## config.mk

```make
export PLATFORM = sky130hd
export DESIGN_NAME = trig_frame_tx
export DESIGN_NICKNAME = d
export VERILOG_FILES = /design/src/rtl/trig_frame_tx.sv
export SDC_FILE = /design/constraint.sdc
export NUM_CORES = 1
export LEC_CHECK = 0
export ABC_CLOCK_PERIOD_IN_PS = 2400
export CORE_MARGIN = 2
export CORE_UTILIZATION = 58
export CTS_CLUSTER_DIAMETER = 40
export CTS_CLUSTER_SIZE = 14
export DETAILED_ROUTE_END_ITERATION = 10
export MAX_ROUTING_LAYER = met4
export PLACE_DENSITY = 0.75
export SLEW_MARGIN = 20
export SYNTH_ARGS = -nofsm -noshare
export SYNTH_HDL_FRONTEND = slang
export SYNTH_SLANG_ARGS = --single-unit
```

## constraint.sdc

```tcl
create_clock -name clk -period 2.4 [get_ports clk]
set_input_delay 0.24 -clock clk [delete_from_list [all_inputs] [get_ports clk]]
set_output_delay 0.24 -clock clk [all_outputs]
set_load 0.02 [all_outputs]
```

## src/rtl/trig_frame_tx.sv

```systemverilog
// Trigger event framer: numbers each accepted trigger, queues it in a small FIFO
// and serializes queued events as start/data/odd-parity/stop frames on ser_out.
module trig_frame_tx #(
  parameter int BIT_DIV   = 4,
  parameter int GUARD_CYC = 4,
  parameter int DEPTH     = 4
) (
  input  logic                     clk,
  input  logic                     rst,
  input  logic                     clr,
  input  logic                     ene,
  input  logic                     trigger,
  output logic                     ser_out,
  output logic                     busy,
  output logic [15:0]              evt_count,
  output logic [15:0]              drop_count,
  output logic [$clog2(DEPTH):0]   fifo_level
);

  localparam int AW = $clog2(DEPTH);
  localparam int DW = (BIT_DIV > 1) ? $clog2(BIT_DIV) : 1;
  localparam int GW = (GUARD_CYC > 1) ? $clog2(GUARD_CYC) : 1;

  typedef enum logic [1:0] {IDLE, SHIFT, GUARD} state_t;

  state_t          state;
  logic [15:0]     mem [DEPTH];
  logic [AW-1:0]   wptr, rptr;
  logic [18:0]     shreg;
  logic [4:0]      bit_cnt;
  logic [DW-1:0]   div_cnt;
  logic [GW-1:0]   grd_cnt;

  logic            acc, full, push, pop;
  logic [15:0]     evt_base, drop_base, head;

  assign acc       = trigger & ene;
  // full uses the registered occupancy, so a push racing a pop on a full FIFO drops
  assign full      = (fifo_level == (AW+1)'(DEPTH));
  assign push      = acc & ~full;
  assign pop       = (state == IDLE) && (fifo_level != '0);
  assign evt_base  = clr ? 16'd0 : evt_count;
  assign drop_base = clr ? 16'd0 : drop_count;
  assign head      = mem[rptr];
  assign busy      = (fifo_level != '0) || (state != IDLE);

  always_ff @(posedge clk or posedge rst) begin
    if (rst) begin
      evt_count  <= '0;
      drop_count <= '0;
    end else begin
      evt_count <= evt_base + {15'd0, acc};
      if (acc && full)
        drop_count <= (drop_base == 16'hFFFF) ? 16'hFFFF : drop_base + 16'd1;
      else
        drop_count <= drop_base;
    end
  end

  always_ff @(posedge clk) begin
    if (push) mem[wptr] <= evt_base;
  end

  always_ff @(posedge clk or posedge rst) begin
    if (rst) begin
      wptr       <= '0;
      rptr       <= '0;
      fifo_level <= '0;
    end else begin
      if (push) wptr <= wptr + 1'b1;
      if (pop)  rptr <= rptr + 1'b1;
      case ({push, pop})
        2'b10:   fifo_level <= fifo_level + 1'b1;
        2'b01:   fifo_level <= fifo_level - 1'b1;
        default: fifo_level <= fifo_level;
      endcase
    end
  end

  always_ff @(posedge clk or posedge rst) begin
    if (rst) begin
      state   <= IDLE;
      ser_out <= 1'b0;
      shreg   <= '0;
      bit_cnt <= '0;
      div_cnt <= '0;
      grd_cnt <= '0;
    end else begin
      case (state)
        IDLE: begin
          ser_out <= 1'b0;
          if (pop) begin
            shreg   <= {1'b1, head, ~^head, 1'b0};
            bit_cnt <= '0;
            div_cnt <= '0;
            state   <= SHIFT;
          end
        end
        SHIFT: begin
          ser_out <= shreg[18];
          if (div_cnt == DW'(BIT_DIV - 1)) begin
            div_cnt <= '0;
            shreg   <= {shreg[17:0], 1'b0};
            bit_cnt <= bit_cnt + 5'd1;
            if (bit_cnt == 5'd18) begin
              grd_cnt <= '0;
              state   <= (GUARD_CYC == 0) ? IDLE : GUARD;
            end
          end else begin
            div_cnt <= div_cnt + 1'b1;
          end
        end
        GUARD: begin
          ser_out <= 1'b0;
          if (grd_cnt == GW'(GUARD_CYC - 1)) state <= IDLE;
          else grd_cnt <= grd_cnt + 1'b1;
        end
        default: begin
          ser_out <= 1'b0;
          state   <= IDLE;
        end
      endcase
    end
  end

endmodule

```

# After elaboration in Yosys (flattened, before gate mapping)
# Memories as Yosys holds them, arrays and structs flattened.
# Cells that the tools add are included.
[word_totals]
latch_bits = 0
in_bits = 5
word_cells = 78
out_inout_bits = 37
ramBits = 64
mem_count = 1
rom_bits = 0
regBits = 70
[classes]
n_eq_ne = 14
reduce_logical = 14
shift = 0
bitwise = 3
div = 0
addsub = 9
n_lt_le_gt_ge = 0
n_mux = 26
multipliers = 0
[mem_list]
columns = ["name", "words", "word_bits", "rd", "rd_ports_with_merged_regs", "wr", "line", "source"]
rows = [
  ["mem", 4, 16, 1, 0, 1, "27", "logic [15:0] mem [DEPTH];"],
]
[op_table]
columns = ["op", "n"]
rows = [
  ["$mux W16", 4],
  ["$mux W19", 2],
  ["$pmux W19 S2", 1],
  ["$mux W2", 9],
  ["$add A16 B1 Y16", 1],
  ["$add A16 B1 Y16 const B", 1],
  ["$eq A16 B16 Y1 const B", 1],
  ["$reduce_xnor A16 Y1", 1],
  ["$mux W5", 2],
  ["$ne A2 B2 Y1 const B", 5],
  ["$pmux W5 S2", 1],
  ["$add A2 B1 Y2 const B", 4],
  ["$eq A2 B2 Y1 const B", 4],
  ["$pmux W2 S2", 2],
  ["$reduce_and A4 Y1", 2],
  ["$reduce_bool A2 Y1", 4],
  ["$pmux W2 S3", 1],
  ["$pmux W3 S2", 1],
  ["$add A5 B1 Y5 const B", 1],
  ["$eq A5 B5 Y1 const B", 1],
  ["$eq A2 B1 Y1 const B", 2],
  ["$add A3 B1 Y3 const B", 1],
  ["$eq A3 B3 Y1 const B", 1],
  ["$mux W1", 3],
  ["9 further kinds", 11],
]

# Depth between registers and ports, before layout
[logic_depth]
word_depth = 5
ltp_mapped = 10
depth_no_buf = 9

# Worst setup path before layout
# Ideal clock, no wire load.
[synth_path]
kind = "reg-to-reg"
start = "register fifo_level[1]"
end = "register fifo_level[2]"
setup_slack_ns = 0.126
setup_time_ns = 0.080
t_arrival_ns = 2.194
path_stages_with_launch = 11
required_time_ns = 2.320
path_cell_list = "dfrtp_1 or3b_1 nor2b_1 clkbuf_1 inv_1 ha_1 inv_1 fa_1 xor2_1 nor2_1 xor2_1"
[synth_between]
elab_chain_cells = 5
word_cells_on_any_way = 11
cone_classes = "2 x add/sub; 3 x eq/ne; 1 x mux; 2 x bitwise; 3 x reduce/logical"
[synth_rtl]
columns = ["element", "line", "source"]
rows = [
  ["start: declaration", "17", "output logic [$clog2(DEPTH):0] fifo_level"],
  ["start signal: assignment", "73", "2'b10: fifo_level <= fifo_level + 1'b1;"],
  ["start signal: assignment", "74", "2'b01: fifo_level <= fifo_level - 1'b1;"],
  ["start signal: assignment", "75", "default: fifo_level <= fifo_level;"],
  ["$eq A3 B3 Y1", "39", "assign full = (fifo_level == (AW+1)'(DEPTH));"],
  ["$not A1 Y1", "40", "assign push = acc & ~full;"],
  ["$and A1 B1 Y1", "40", ""],
  ["$eq A2 B1 Y1 or $eq A2 B2 Y1 (tied branches)", "72", "case ({push, pop})"],
  ["$pmux W3 S2 or $reduce_bool A2 Y1 (tied branches)", "-", ""],
]
# Several ways; a longest one is shown, not always the timed one.
# A chain may end at the register's enable or synchronous reset.

# Worst setup path in the final report
[layout_path]
start = "register rptr[0]"
end = "register shreg[1]"
[layout_between]
elab_chain_cells = 4
[layout_rtl]
columns = ["element", "line", "source"]
rows = [
  ["start: declaration", "28", "logic [AW-1:0] wptr, rptr;"],
  ["start signal: assignment", "71", "if (pop) rptr <= rptr + 1'b1;"],
  ["$mem_v2 Z4 W16", "-", ""],
  ["$reduce_xnor A16 Y1", "93", "shreg <= {1'b1, head, ~^head, 1'b0};"],
  ["$mux W19", "92", "if (pop) begin"],
  ["$pmux W19 S2", "89", "case (state)"],
  ["end signal: assignment", "93", ""],
  ["end signal: assignment", "103", "shreg <= {shreg[17:0], 1'b0};"],
  ["end: declaration", "29", "logic [18:0] shreg;"],
]
# No other way between the ends. The select of a mux whose other input is x is not followed.

==> flow_summary.json <==
{
  "status": "complete, no violations",
  "end_kind": "flop",
  "critPathMostFrequentCell": "xnor2_1",
  "fin_cells": 658,
  "drive_gt1_share_pct": 14.1,
  "place_inst": 625,
  "clock_latency_ps": 520,
  "power_frac_clock_pct": 43.2,
  "wirelength_mm": 11.2,
  "grt_pass1_vias": 3731,
  "crit_path_start_kind": "flop",
  "cp_num_buf_inv": 1,
  "final_nets": 530,
  "io_buffers": 41,
  "avgViaCountPerCell": 5.57,
  "cts_tree": "yes",
  "yosys_most_used_dff": "dfrtp_1",
  "cp_slowest_cell": "mux4_1",
  "worst_hold_path_type": "flop to flop",
  "cts-htree-levels": 4,
  "dr_wl_met2_mm": 5.53,
  "cts_root_buf": "clkbuf_8",
  "ant_nets": 0,
  "dp_hpwl_mm": 7.19,
  "grt_pass1_wl_mm": 18.9,
  "fin_crit_ps": 2210,
  "max_freq_ghz": 0.452,
  "grt-ovfl-total": 0,
  "grt.total_usage_pct": 23.2,
  "fin_crit_sh_pct": 92.1,
  "cts_sinks": 133,
  "combPwrFrac_pct": 11.7,
  "finClkSkew_ps": 7.62,
  "finish.instance_area_sq_um": 7180,
  "async_reset_ff_share_pct": 51.9,
  "r2r_cells": 7,
  "ios": 42,
  "p_sw_share_pct": 23.5,
  "tightest_slew_ps": 495,
  "vias": 3665,
  "clk_pin_slew_ps": 60,
  "die_y_um": 105,
  "rows": 36,
  "synth_seq_cells": 133,
  "syn_inst": 443,
  "firstDrtPassIters": 4,
  "ir_drop_uv": 631,
  "met1_length_mm": 5.07,
  "p_int_mw": 4.51,
  "top_layer_used": "met4",
  "start_util_pct": 59.8,
  "drv_cap": 0,
  "cts_buffers": 17,
  "ys_seq_area_share_pct": 62.1,
  "diodes": 0,
  "power_mw": 5.89,
  "finalHoldViolCount": 0,
  "p_sw_mw": 1.38,
  "drt-initial-drc-count": 224,
  "clk_path_buf_depth": 2,
  "seq_area_sq_um": 3650,
  "grt_max_degree": 35,
  "cp_max_fo": 18,
  "timing.setup.tns_ps": 0,
  "cp.depth": 7,
  "arrival_ps": 2610,
  "leakage_nw": 2.83,
  "slew_viol_final": 0,
  "area_growth_pct": 22.2,
  "power_density_nw_per_um2": 821,
  "seqPwrFrac_pct": 45.1,
  "antenna_found_initial": 0,
  "synth_area_per_cell_sq_um": 13.3,
  "wl_per_cell_um": 17.0,
  "max_slew_margin_pct": 66.9,
  "setup_violations": 0,
  "wl_met3_um": 478,
  "cts_resized": 0,
  "synth-edff-count": 64,
  "worst-setup-path-type": "flop to flop",
  "synth.distinct_cells": 43,
  "required_ps": 2800,
  "coreArea_sq_um": 9820,
  "syn_area_sq_um": 5870,
  "crit_family": "XOR/XNOR gates",
  "dieArea_sq_um": 10900,
  "yosys_warnings": 0,
  "multi_input_area_sq_um": 2080,
  "die_w_um": 105,
  "drc": 0,
  "routabilityCongestion": 0.822,
  "grt_setup_unrepaired": "no",
  "dpl_cell_area_sq_um": 6580,
  "holdPathStages": 2,
  "worstPathCellList": "buf_12 -> mux4_1 -> xor2_1 -> xnor2_1 -> xnor2_1 -> xnor2_1 -> o21ai_1",
  "max_stage_delay_ps": 680,
  "fin_util_pct": 73.1,
  "n_fill_cell": 663,
  "syn_nets": 461
}
## state kept, by name (all words and copies together) (netlist names)
signal	count
bit_cnt	5
div_cnt	2
drop_count	16
evt_count	16
fifo_level	3
grd_cnt	2
mem	64
rptr	2
ser_out	1
shreg	18
state	2
wptr	2
## cell usage after synthesis, types with 2 or more instances
| master | number | area, sq um |
|---|---|---|
| mux2i_1 | 4 | 40.0 |
| nor2_1 | 24 | 90.1 |
| inv_1 | 13 | 48.8 |
| o22ai_1 | 16 | 100 |
| edfxtp_1 | 64 | 1920 |
| mux4_1 | 8 | 210 |
| clkbuf_1 | 12 | 45.0 |
| xor2_1 | 20 | 175 |
| nand2_1 | 41 | 154 |
| mux2_2 | 2 | 22.5 |
| ha_1 | 12 | 150 |
| o21ai_1 | 2 | 10.0 |
| clkinv_1 | 2 | 7.51 |
| nor3_1 | 4 | 20.0 |
| nand4_1 | 9 | 56.3 |
| a21oi_1 | 4 | 20.0 |
| nand2b_1 | 7 | 43.8 |
| and3_1 | 7 | 43.8 |
| and2_1 | 6 | 37.5 |
| dfrtp_1 | 69 | 1730 |
| nor2b_1 | 18 | 113 |
| buf_2 | 2 | 10.0 |
| xnor2_1 | 23 | 201 |
| xnor2_2 | 4 | 65.1 |
| nand3_1 | 15 | 75.1 |
| o21ai_0 | 31 | 155 |
| mux4_2 | 8 | 180 |
## timing repair
item / 4_1_cts / 5_1_grt
hold buffers: 1 / 0
buffers inserted: 0 / 0
endpoints found under the hold margin: 7 / 0
endpoints found under the setup margin: 0 / 0
## worst min-delay path, cell delays in order, from the launching register on
cell and delay (ps):
dfrtp_1 340, nand2_1 50, o21ai_0 60
## kinds of logic after synthesis
logic type                 count (synthesis)  synth area share, %
DFF                                      133                 62.1
and+or+nand+nor                          139                 11.9
AOI/OAI and AO/OA                         56                 5.22
muxes                                     22                 7.71
buffers and inverters                     33                 2.58
adders and majority gates                 13                 2.90
xor gates and xnor gates                  47                 7.52
## through the flow
step / hold slack, ps / worst slack (ps)
after floorplan: 450 / 126
after detailed placement: 472 / -2.50
after global routing: 511 / 63.8
after CTS: 485 / 175
final: 482 / 190
after global placement: 463 / 146
## area by class of cell
class                   count  share of cell area (%)
multi-input cells         277                    28.9
well taps                 133                    2.32
repair buffers             68                    8.92
inverters                  15                   0.784
flip-flops and latches    133                    50.8
clock inverters            12                    2.16
clock buffers              20                    6.07
## per-layer routing
| metal | track usage, % | up-vias |
|---|---|---|
| li1 | - | 1724 |
| met1 | 30.9 | 1832 |
| met2 | 36.2 | 98 |
| met3 | 5.24 | 11 |
| met4 | 6.86 | 0 |
| met5 | - | - |
## worst paths after layout
check,slack [ps],from,end
worst max-delay path,190,rptr[0],shreg[1]
worst min-delay path,480,shreg[13],shreg[13]
worst max register to register,190,rptr[0],shreg[1]
worst min register to register,480,shreg[13],shreg[13]
max in group asynchronous,1180,rst,evt_count[7]
min in group asynchronous,510,rst,state[0]
## cell usage in the layout (no fill, tap or decap), types with 12 or more instances in the layout
| cell | instances |
|---|---|
| edfxtp_1 | 64 |
| nor2b_1 | 18 |
| ha_1 | 12 |
| clkdlybuf4s50_1 | 41 |
| xor2_1 | 20 |
| buf_4 | 24 |
| nor2_1 | 24 |
| o22ai_1 | 16 |
| clkbuf_16 | 16 |
| dfrtp_1 | 69 |
| nand2_1 | 41 |
| xnor2_1 | 23 |
| o21ai_0 | 31 |
| nand3_1 | 15 |
| inv_1 | 12 |
## power by group through the flow
stage               Clock, mW  Combinational (mW)  Sequential [mW]
CTS                      2.57               0.702             2.66
global placement            0               0.672             2.68
finish                   2.54               0.690             2.66
detailed placement          0               0.691             2.70
floorplan                   0               0.437             2.71
global route             2.67               0.756             2.67
Power figures use the tool's default switching activity.
